### config.mk
export PLATFORM = sky130hd
export DESIGN_NAME = id_emitter
export DESIGN_NICKNAME = d
export VERILOG_FILES = /design/src/rtl/id_pkg.sv /design/src/rtl/id_track.sv /design/src/rtl/id_emitter.sv
export SDC_FILE = /design/constraint.sdc
export NUM_CORES = 1
export LEC_CHECK = 0
export ABC_AREA = 1
export CAP_MARGIN = 10
export CORE_MARGIN = 4
export CORE_UTILIZATION = 50
export CTS_CLUSTER_DIAMETER = 60
export CTS_CLUSTER_SIZE = 28
export DETAILED_ROUTE_END_ITERATION = 16
export GPL_TIMING_DRIVEN = 1
export HOLD_SLACK_MARGIN = 0.15
export PLACE_DENSITY = 0.72
export SYNTH_ARGS = -nofsm -noshare
export SYNTH_HDL_FRONTEND = slang
export SYNTH_SLANG_ARGS = --single-unit
### constraint.sdc
create_clock -name i_clk -period 2.06 [get_ports i_clk]
set_input_delay 0.309 -clock i_clk [delete_from_list [all_inputs] [get_ports i_clk]]
set_output_delay 0.309 -clock i_clk [all_outputs]
set_load 0.03 [all_outputs]
### src/rtl/id_pkg.sv
// Shared types, ASCII constants and helpers for the identifier emitter.
// Used by id_emitter and the id_track recognizer model.
package id_pkg;

    typedef enum logic [2:0] {
        IDLE,
        CONV,
        LET,
        DIG,
        TRM
    } state_t;

    localparam logic [7:0] CH_A_UP = 8'h41;
    localparam logic [7:0] CH_Z_UP = 8'h5A;
    localparam logic [7:0] CH_A_LO = 8'h61;
    localparam logic [7:0] CH_Z_LO = 8'h7A;
    localparam logic [7:0] CH_0    = 8'h30;
    localparam logic [7:0] CH_9    = 8'h39;

    function automatic logic is_letter(input logic [7:0] c);
        return ((c >= CH_A_UP) && (c <= CH_Z_UP)) ||
               ((c >= CH_A_LO) && (c <= CH_Z_LO));
    endfunction

    function automatic logic is_digit(input logic [7:0] c);
        return (c >= CH_0) && (c <= CH_9);
    endfunction

    // ceil(w*log10(2)) in fixed point
    function automatic int bcd_digits(input int w);
        return (w * 30103 + 99999) / 100000;
    endfunction

endpackage

### src/rtl/id_track.sv
// Letter+ digit+ recognizer model fed with every accepted byte.
// o_match is high while the bytes seen so far form a complete identifier.
module id_track
    import id_pkg::*;
(
    input  logic       i_clk,
    input  logic       i_reset,
    input  logic       i_valid,
    input  logic [7:0] i_char,
    output logic       o_match
);

    typedef enum logic [1:0] {
        T_START,
        T_LET,
        T_DIG
    } tstate_t;

    tstate_t r_state;
    tstate_t w_state_nxt;

    always_ff @(posedge i_clk) begin
        if (i_reset) begin
            r_state <= T_START;
        end else begin
            r_state <= w_state_nxt;
        end
    end

    always_comb begin
        w_state_nxt = r_state;
        if (i_valid) begin
            unique case (r_state)
                T_START: w_state_nxt = is_letter(i_char) ? T_LET : T_START;
                T_LET: begin
                    if (is_letter(i_char)) begin
                        w_state_nxt = T_LET;
                    end else if (is_digit(i_char)) begin
                        w_state_nxt = T_DIG;
                    end else begin
                        w_state_nxt = T_START;
                    end
                end
                T_DIG:   w_state_nxt = is_digit(i_char) ? T_DIG : T_START;
                default: w_state_nxt = T_START;
            endcase
        end
    end

    assign o_match = (r_state == T_DIG);

endmodule

### src/rtl/id_emitter.sv
// Serializes letter+ digit+ TERM_CHAR identifiers over a valid/ready byte bus.
// Define ID_EMITTER_SELFCHECK_EN to check the stream with an id_track model.
module id_emitter
    import id_pkg::*;
#(
    parameter int         NUM_W     = 16,
    parameter logic [7:0] TERM_CHAR = 8'h20
) (
    input  logic             i_clk,
    input  logic             i_reset,
    input  logic             i_start,
    input  logic [7:0]       i_first,
    input  logic [3:0]       i_letter_cnt,
    input  logic [NUM_W-1:0] i_num,
    output logic [7:0]       o_char,
    output logic             o_valid,
    input  logic             i_ready,
    output logic             o_busy,
    output logic             o_done,
    output logic             o_err,
    output logic             o_chk_fail
);

    localparam int ND = bcd_digits(NUM_W);
    localparam int BW = 4 * ND;
    localparam int IW = (ND > 1) ? $clog2(ND) : 1;
    localparam int CW = $clog2(NUM_W + 1);

    state_t r_state;
    state_t w_state_nxt;

    logic [7:0]       r_char;
    logic             r_valid;
    logic             r_busy;
    logic             r_done;
    logic             r_err;
    logic [7:0]       r_let;
    logic [3:0]       r_left;
    logic [NUM_W-1:0] r_bin;
    logic [BW-1:0]    r_bcd;
    logic [CW-1:0]    r_cnt;
    logic [IW-1:0]    r_idx;

    logic          w_xfer;
    logic          w_start_ok;
    logic          w_conv_done;
    logic [BW-1:0] w_adj;
    logic [IW-1:0] w_lead;
    logic [IW-1:0] w_sel;
    logic [3:0]    w_nib;
    logic [7:0]    w_dchar;
    logic [7:0]    w_let_nxt;

    assign w_xfer      = r_valid && i_ready;
    assign w_start_ok  = is_letter(i_first) && (i_letter_cnt != 4'd0);
    assign w_conv_done = (r_cnt == CW'(NUM_W));

    always_ff @(posedge i_clk) begin
        if (i_reset) begin
            r_state <= IDLE;
        end else begin
            r_state <= w_state_nxt;
        end
    end

    always_comb begin
        w_state_nxt = r_state;
        unique case (r_state)
            IDLE: if (i_start && w_start_ok) w_state_nxt = CONV;
            CONV: if (w_conv_done) w_state_nxt = LET;
            LET:  if (w_xfer && (r_left == 4'd1)) w_state_nxt = DIG;
            DIG:  if (w_xfer && (r_idx == '0)) w_state_nxt = TRM;
            TRM:  if (w_xfer) w_state_nxt = IDLE;
            default: w_state_nxt = IDLE;
        endcase
    end

    always_comb begin
        w_adj  = r_bcd;
        w_lead = '0;
        for (int i = 0; i < ND; i++) begin
            if (r_bcd[4*i +: 4] >= 4'd5) begin
                w_adj[4*i +: 4] = r_bcd[4*i +: 4] + 4'd3;
            end
            if (r_bcd[4*i +: 4] != 4'd0) begin
                w_lead = IW'(i);
            end
        end
    end

    // LET hands over the digit at r_idx; DIG moves on to the next lower one
    assign w_sel = (r_state == DIG) ? (r_idx - 1'b1) : r_idx;

    always_comb begin
        w_nib = 4'd0;
        for (int i = 0; i < ND; i++) begin
            if (w_sel == IW'(i)) begin
                w_nib = r_bcd[4*i +: 4];
            end
        end
    end

    assign w_dchar = CH_0 + {4'd0, w_nib};

    always_comb begin
        w_let_nxt = r_let + 8'd1;
        if (r_let == CH_Z_LO) begin
            w_let_nxt = CH_A_LO;
        end else if (r_let == CH_Z_UP) begin
            w_let_nxt = CH_A_UP;
        end
    end

    always_ff @(posedge i_clk) begin
        if (i_reset) begin
            r_char  <= 8'h00;
            r_valid <= 1'b0;
            r_busy  <= 1'b0;
            r_done  <= 1'b0;
            r_err   <= 1'b0;
            r_let   <= 8'h00;
            r_left  <= 4'd0;
            r_bin   <= '0;
            r_bcd   <= '0;
            r_cnt   <= '0;
            r_idx   <= '0;
        end else begin
            r_done <= 1'b0;
            r_err  <= 1'b0;
            unique case (r_state)
                IDLE: begin
                    if (i_start) begin
                        if (w_start_ok) begin
                            r_busy <= 1'b1;
                            r_let  <= i_first;
                            r_left <= i_letter_cnt;
                            r_bin  <= i_num;
                            r_bcd  <= '0;
                            r_cnt  <= '0;
                        end else begin
                            r_err <= 1'b1;
                        end
                    end
                end
                CONV: begin
                    if (w_conv_done) begin
                        r_idx   <= w_lead;
                        r_valid <= 1'b1;
                        r_char  <= r_let;
                    end else begin
                        r_bcd <= {w_adj[BW-2:0], r_bin[NUM_W-1]};
                        r_bin <= r_bin << 1;
                        r_cnt <= r_cnt + 1'b1;
                    end
                end
                LET: begin
                    if (w_xfer) begin
                        if (r_left == 4'd1) begin
                            r_char <= w_dchar;
                        end else begin
                            r_left <= r_left - 4'd1;
                            r_let  <= w_let_nxt;
                            r_char <= w_let_nxt;
                        end
                    end
                end
                DIG: begin
                    if (w_xfer) begin
                        if (r_idx == '0) begin
                            r_char <= TERM_CHAR;
                        end else begin
                            r_idx  <= r_idx - 1'b1;
                            r_char <= w_dchar;
                        end
                    end
                end
                TRM: begin
                    if (w_xfer) begin
                        r_valid <= 1'b0;
                        r_busy  <= 1'b0;
                        r_done  <= 1'b1;
                    end
                end
                default: ;
            endcase
        end
    end

    assign o_char  = r_char;
    assign o_valid = r_valid;
    assign o_busy  = r_busy;
    assign o_done  = r_done;
    assign o_err   = r_err;

`ifdef ID_EMITTER_SELFCHECK_EN
    logic w_trk;
    logic r_chk_dig;
    logic r_chk_trm;
    logic r_chk_fail;

    id_track u_track (
        .i_clk   (i_clk),
        .i_reset (i_reset),
        .i_valid (w_xfer),
        .i_char  (r_char),
        .o_match (w_trk)
    );

    always_ff @(posedge i_clk) begin
        if (i_reset) begin
            r_chk_dig  <= 1'b0;
            r_chk_trm  <= 1'b0;
            r_chk_fail <= 1'b0;
        end else begin
            r_chk_dig <= w_xfer && (r_state == DIG) && (r_idx == '0);
            r_chk_trm <= w_xfer && (r_state == TRM);
            if ((r_chk_dig && !w_trk) || (r_chk_trm && w_trk)) begin
                r_chk_fail <= 1'b1;
            end
        end
    end

    assign o_chk_fail = r_chk_fail;
`else
    assign o_chk_fail = 1'b0;
`endif

endmodule

==> impl_metrics.csv <==
group,metric,value,unit
clocking,cts_tree,"done",
setup_path,crit_required,2.35,ns
clocking,cts.clk_slew.worst_paths,0.08,ns
power,swShare,0.481,
hold_path,hp-class,"reg2reg",
hold_path,min_path_cells,2,
route,drt_iter0_drc,164,
timing,fin_skew,0.00729,ns
setup_path,worstSetupPathType,"reg2reg",
synth,synth.most_common_cell,"nand2_1",
power,intPower,4.13,mW
clocking,hold_buffers,0,
clocking,cts_buffer_depth,2,
synth,synth_compound_gate_area_share,0.254,
placed_design,place_inst,792,
synth,ys_ff_latch,71,
power,clkPwrFrac,0.143,
die,dieHeight,101,um
global_route,grt_pass1_wl,17900,um
synth,synth_simple_gate_area_share,0.228,
synth,syn_nets,698,
timing,rsz0062_at_grt,"true",
timing,min_period_over_period,0.934,
setup_path,worstPathArrival,2.22,ns
final_layout,nets,748,
synth,synth-warning-count,0,
route,drcViolationCount,0,
power,ir_drop,655,uV
final_layout,fillCellCount,774,
synth,synthTopCellsByCount,"nand2_1 (106), inv_1 (92), o21ai_0 (92), a21oi_1 (82), dfxtp_1 (71)",
synth,muxShareOfSynthArea,0,
power,powerDensity,1530,mW/mm^2
die,dieArea,0.0102,mm^2
timing,final_max_slew_viol_count,0,
synth,syn_inst,648,
route,viasPerCell,5.39,
synth,synth_top_area_cell,"dfxtp_1",
global_route,antenna_found_initial,0,
synth,synth_area,0.00433,mm^2
power,p_comb_frac,0.558,
setup_path,worst-path-max-fanout,8,
timing,setup_tns,0,ns
setup_path,timing.rr.start,"r_idx[0]$_SDFFE_PP0P_",
die,start_util,0.520,
power,pwr-share-seq,0.299,
synth,ys.flop_type,"dfxtp_1",
route,drt_pass1_iterations,5,
global_route,grt_max_degree,69,
synth,synth_area_leaders,"dfxtp_1 (33%), o21ai_0 (11%), a21oi_1 (9.5%), nand2_1 (9.2%), inv_1 (8.0%)",
final_layout,diodes,0,
final_layout,areaGrowthSynthToFinish,20.0,%
clocking,cts-root-buf,"clkbuf_8",
outcome,status,"finished clean",
die,rows,33,
die,die_w,101,um
clocking,cts_buffers,9,
power,leakagePower,2.22,nW
timing,finalHoldViolCount,0,
timing,setup_slack,0.136,ns
clocking,cts_htree_levels,3,
die,core,0.00834,mm^2
global_route,grt_pass1_vias,4163,
global_route,grt_overflow,0,
placed_design,io_buffers,43,
setup_path,regToRegEndpoint,"o_char[1]$_SDFFE_PP0P_",
synth,synth_top_family_by_area,"compound AO/OA/AOI/OAI gates",
setup_path,cp-start-kind,"flip-flop",
synth,synth-xor-area-share,0.0141,
setup_path,r2r_slack,0.14,ns
setup_path,ff2ff_path_depth,15,
timing,setup_viol,0,
route,via_count,4359,
synth,ys_seq_area_frac,0.328,
timing,min_period,1.92,ns
placed_design,place.gp.congestion,0.934,
setup_path,endpoint_kind,"flip-flop",
placed_design,dp_hpwl,7650,um
route,wirelength,10600,um
route,final_antenna_net_count,0,
placed_design,pre_cts_ws,-0.271,ns
clocking,clock_sinks,71,
power,p_switching,3.83,mW
die,io_pins,45,
final_layout,drive_above_1_share,0.117,
final_layout,fin_cells,808,
synth,ys_async_sr_fraction,0,
synth,yosys.area_share.adder,0.0520,
timing,max_freq,520,MHz
global_route,grt_usage,0.213,
synth,synth_cell_types,40,
synth,synth-edff-count,0,
synth,synth.avg_cell_area,6.69,um^2
hold_path,worstHoldStart,"r_bin[9]$_SDFFE_PP0P_",
clocking,clk_latency,0.35,ns
synth,yosysTopAreaCellShare,0.328,
route,routedWlPerCell,13.1,um
hold_path,hold_path_end,"r_bin[9]$_SDFFE_PP0P_",
job,cap_viol_max_count,0,
-- final cells by class --
class / count / area, um^2 / share of cell area
repair buffers: 67 / 636 / 0.122
flip-flops and latches: 71 / 1430 / 0.276
clock inverters: 6 / 60.1 / 0.0115
inverters: 99 / 372 / 0.0715
clock buffers: 10 / 138 / 0.0265
multi-input cells: 450 / 2430 / 0.468
well taps: 105 / 131 / 0.0253
-- power by group through the flow --
stage	registers, mW	clock network [mW]	logic, mW
final	2.38	1.14	4.44
after global routing	2.46	1.21	5.03
after CTS	2.35	1.16	4.36
after detailed placement	2.38	0	4.32
after global placement	2.36	0	4.19
after floorplan	2.37	0	3.25
-- routing by layer --
metal  routed length (um)  vias to the layer above  track usage
met3                  579                       27       0.0318
met5                    0                        -            0
met4                  271                        0       0.0910
met1                 4560                     1967        0.249
met2                 5200                      130        0.383
li1                     -                     2235            -
-- how the worst max path moves through the flow --
stage | start | depth (start not counted) | end | slack (ns)
detailed placement | i_letter_cnt[2] | 9 | r_cnt[2]$_SDFFE_PP0P_ | -0.27
global route | r_idx[0]$_SDFFE_PP0P_ | 15 | o_char[0]$_SDFFE_PP0P_ | -0.04
floorplan | r_idx[0]$_SDFFE_PP0P_ | 15 | o_char[0]$_SDFFE_PP0P_ | 0.24
finish | r_idx[0]$_SDFFE_PP0P_ | 15 | o_char[1]$_SDFFE_PP0P_ | 0.14
CTS | r_state[1]$_SDFFE_PP0P_ | 15 | o_char[2]$_SDFFE_PP0P_ | 0.03
global placement | i_letter_cnt[2] | 9 | r_cnt[3]$_SDFFE_PP0P_ | -0.18
-- through the flow --
| stage | power, mW | util | area, um^2 | hold slack, ns |
|---|---|---|---|---|
| 2_1_floorplan | 5.62 | - | 4330 | 0.424 |
| 3_3_place_gp | 6.55 | 0.592 | 4940 | 0.435 |
| 3_5_place_dp | 6.70 | 0.592 | 4940 | 0.443 |
| 4_1_cts | 7.87 | 0.617 | 5140 | 0.455 |
| 5_1_grt | 8.70 | 0.623 | 5200 | 0.476 |
| 6_report | 7.97 | 0.623 | 5200 | 0.451 |
-- timing repair --
action,CTS,global route
cloned,0,0
buffers inserted,0,0
pin swaps,0,9
setup endpoints to repair,2,12
resized for setup,1,19
-- critical path, cell delays in order, from the launching register on --
cell	delay [ns]
dfxtp_2	0.34
inv_2	0.04
ha_2	0.19
ha_4	0.25
inv_1	0.04
nand2_2	0.09
nand2_4	0.09
nor2_4	0.19
nand3_2	0.08
nand3_1	0.08
nand2_1	0.07
nand2_1	0.08
nand2_1	0.05
nand2_1	0.07
nand2_1	0.07
a21oi_2	0.13
-- cells by family after synthesis --
group                    after synthesis
AO/OA/AOI/OAI                        206
AND/OR/NAND/NOR                      218
adder cells (fa/ha/maj)               18
XOR/XNOR                               7
buffers and inverters                127
flip-flops                            71
other                                  1
-- cells in the final DEF, fill, tap and decap left out, drive strengths merged, types with 5 or more instances in the layout --
cell type / count
nand2: 112
inv: 99
o21ai: 95
a21oi: 82
dfxtp: 71
nor2: 53
clkdlybuf4s50: 43
nand3: 29
buf: 24
ha: 18
nor3: 10
clkbuf: 10
a31oi: 9
nand4: 7
xor2: 5
a211oi: 5
-- state kept, by name, summed over array words and instances, names as in the netlist, 3 cells and up --
name	cells
r_cnt	5
r_bin	16
r_bcd	20
r_state	3
r_let	8
r_left	4
r_idx	3
o_char	8
(Power assumes the default switching activity.)
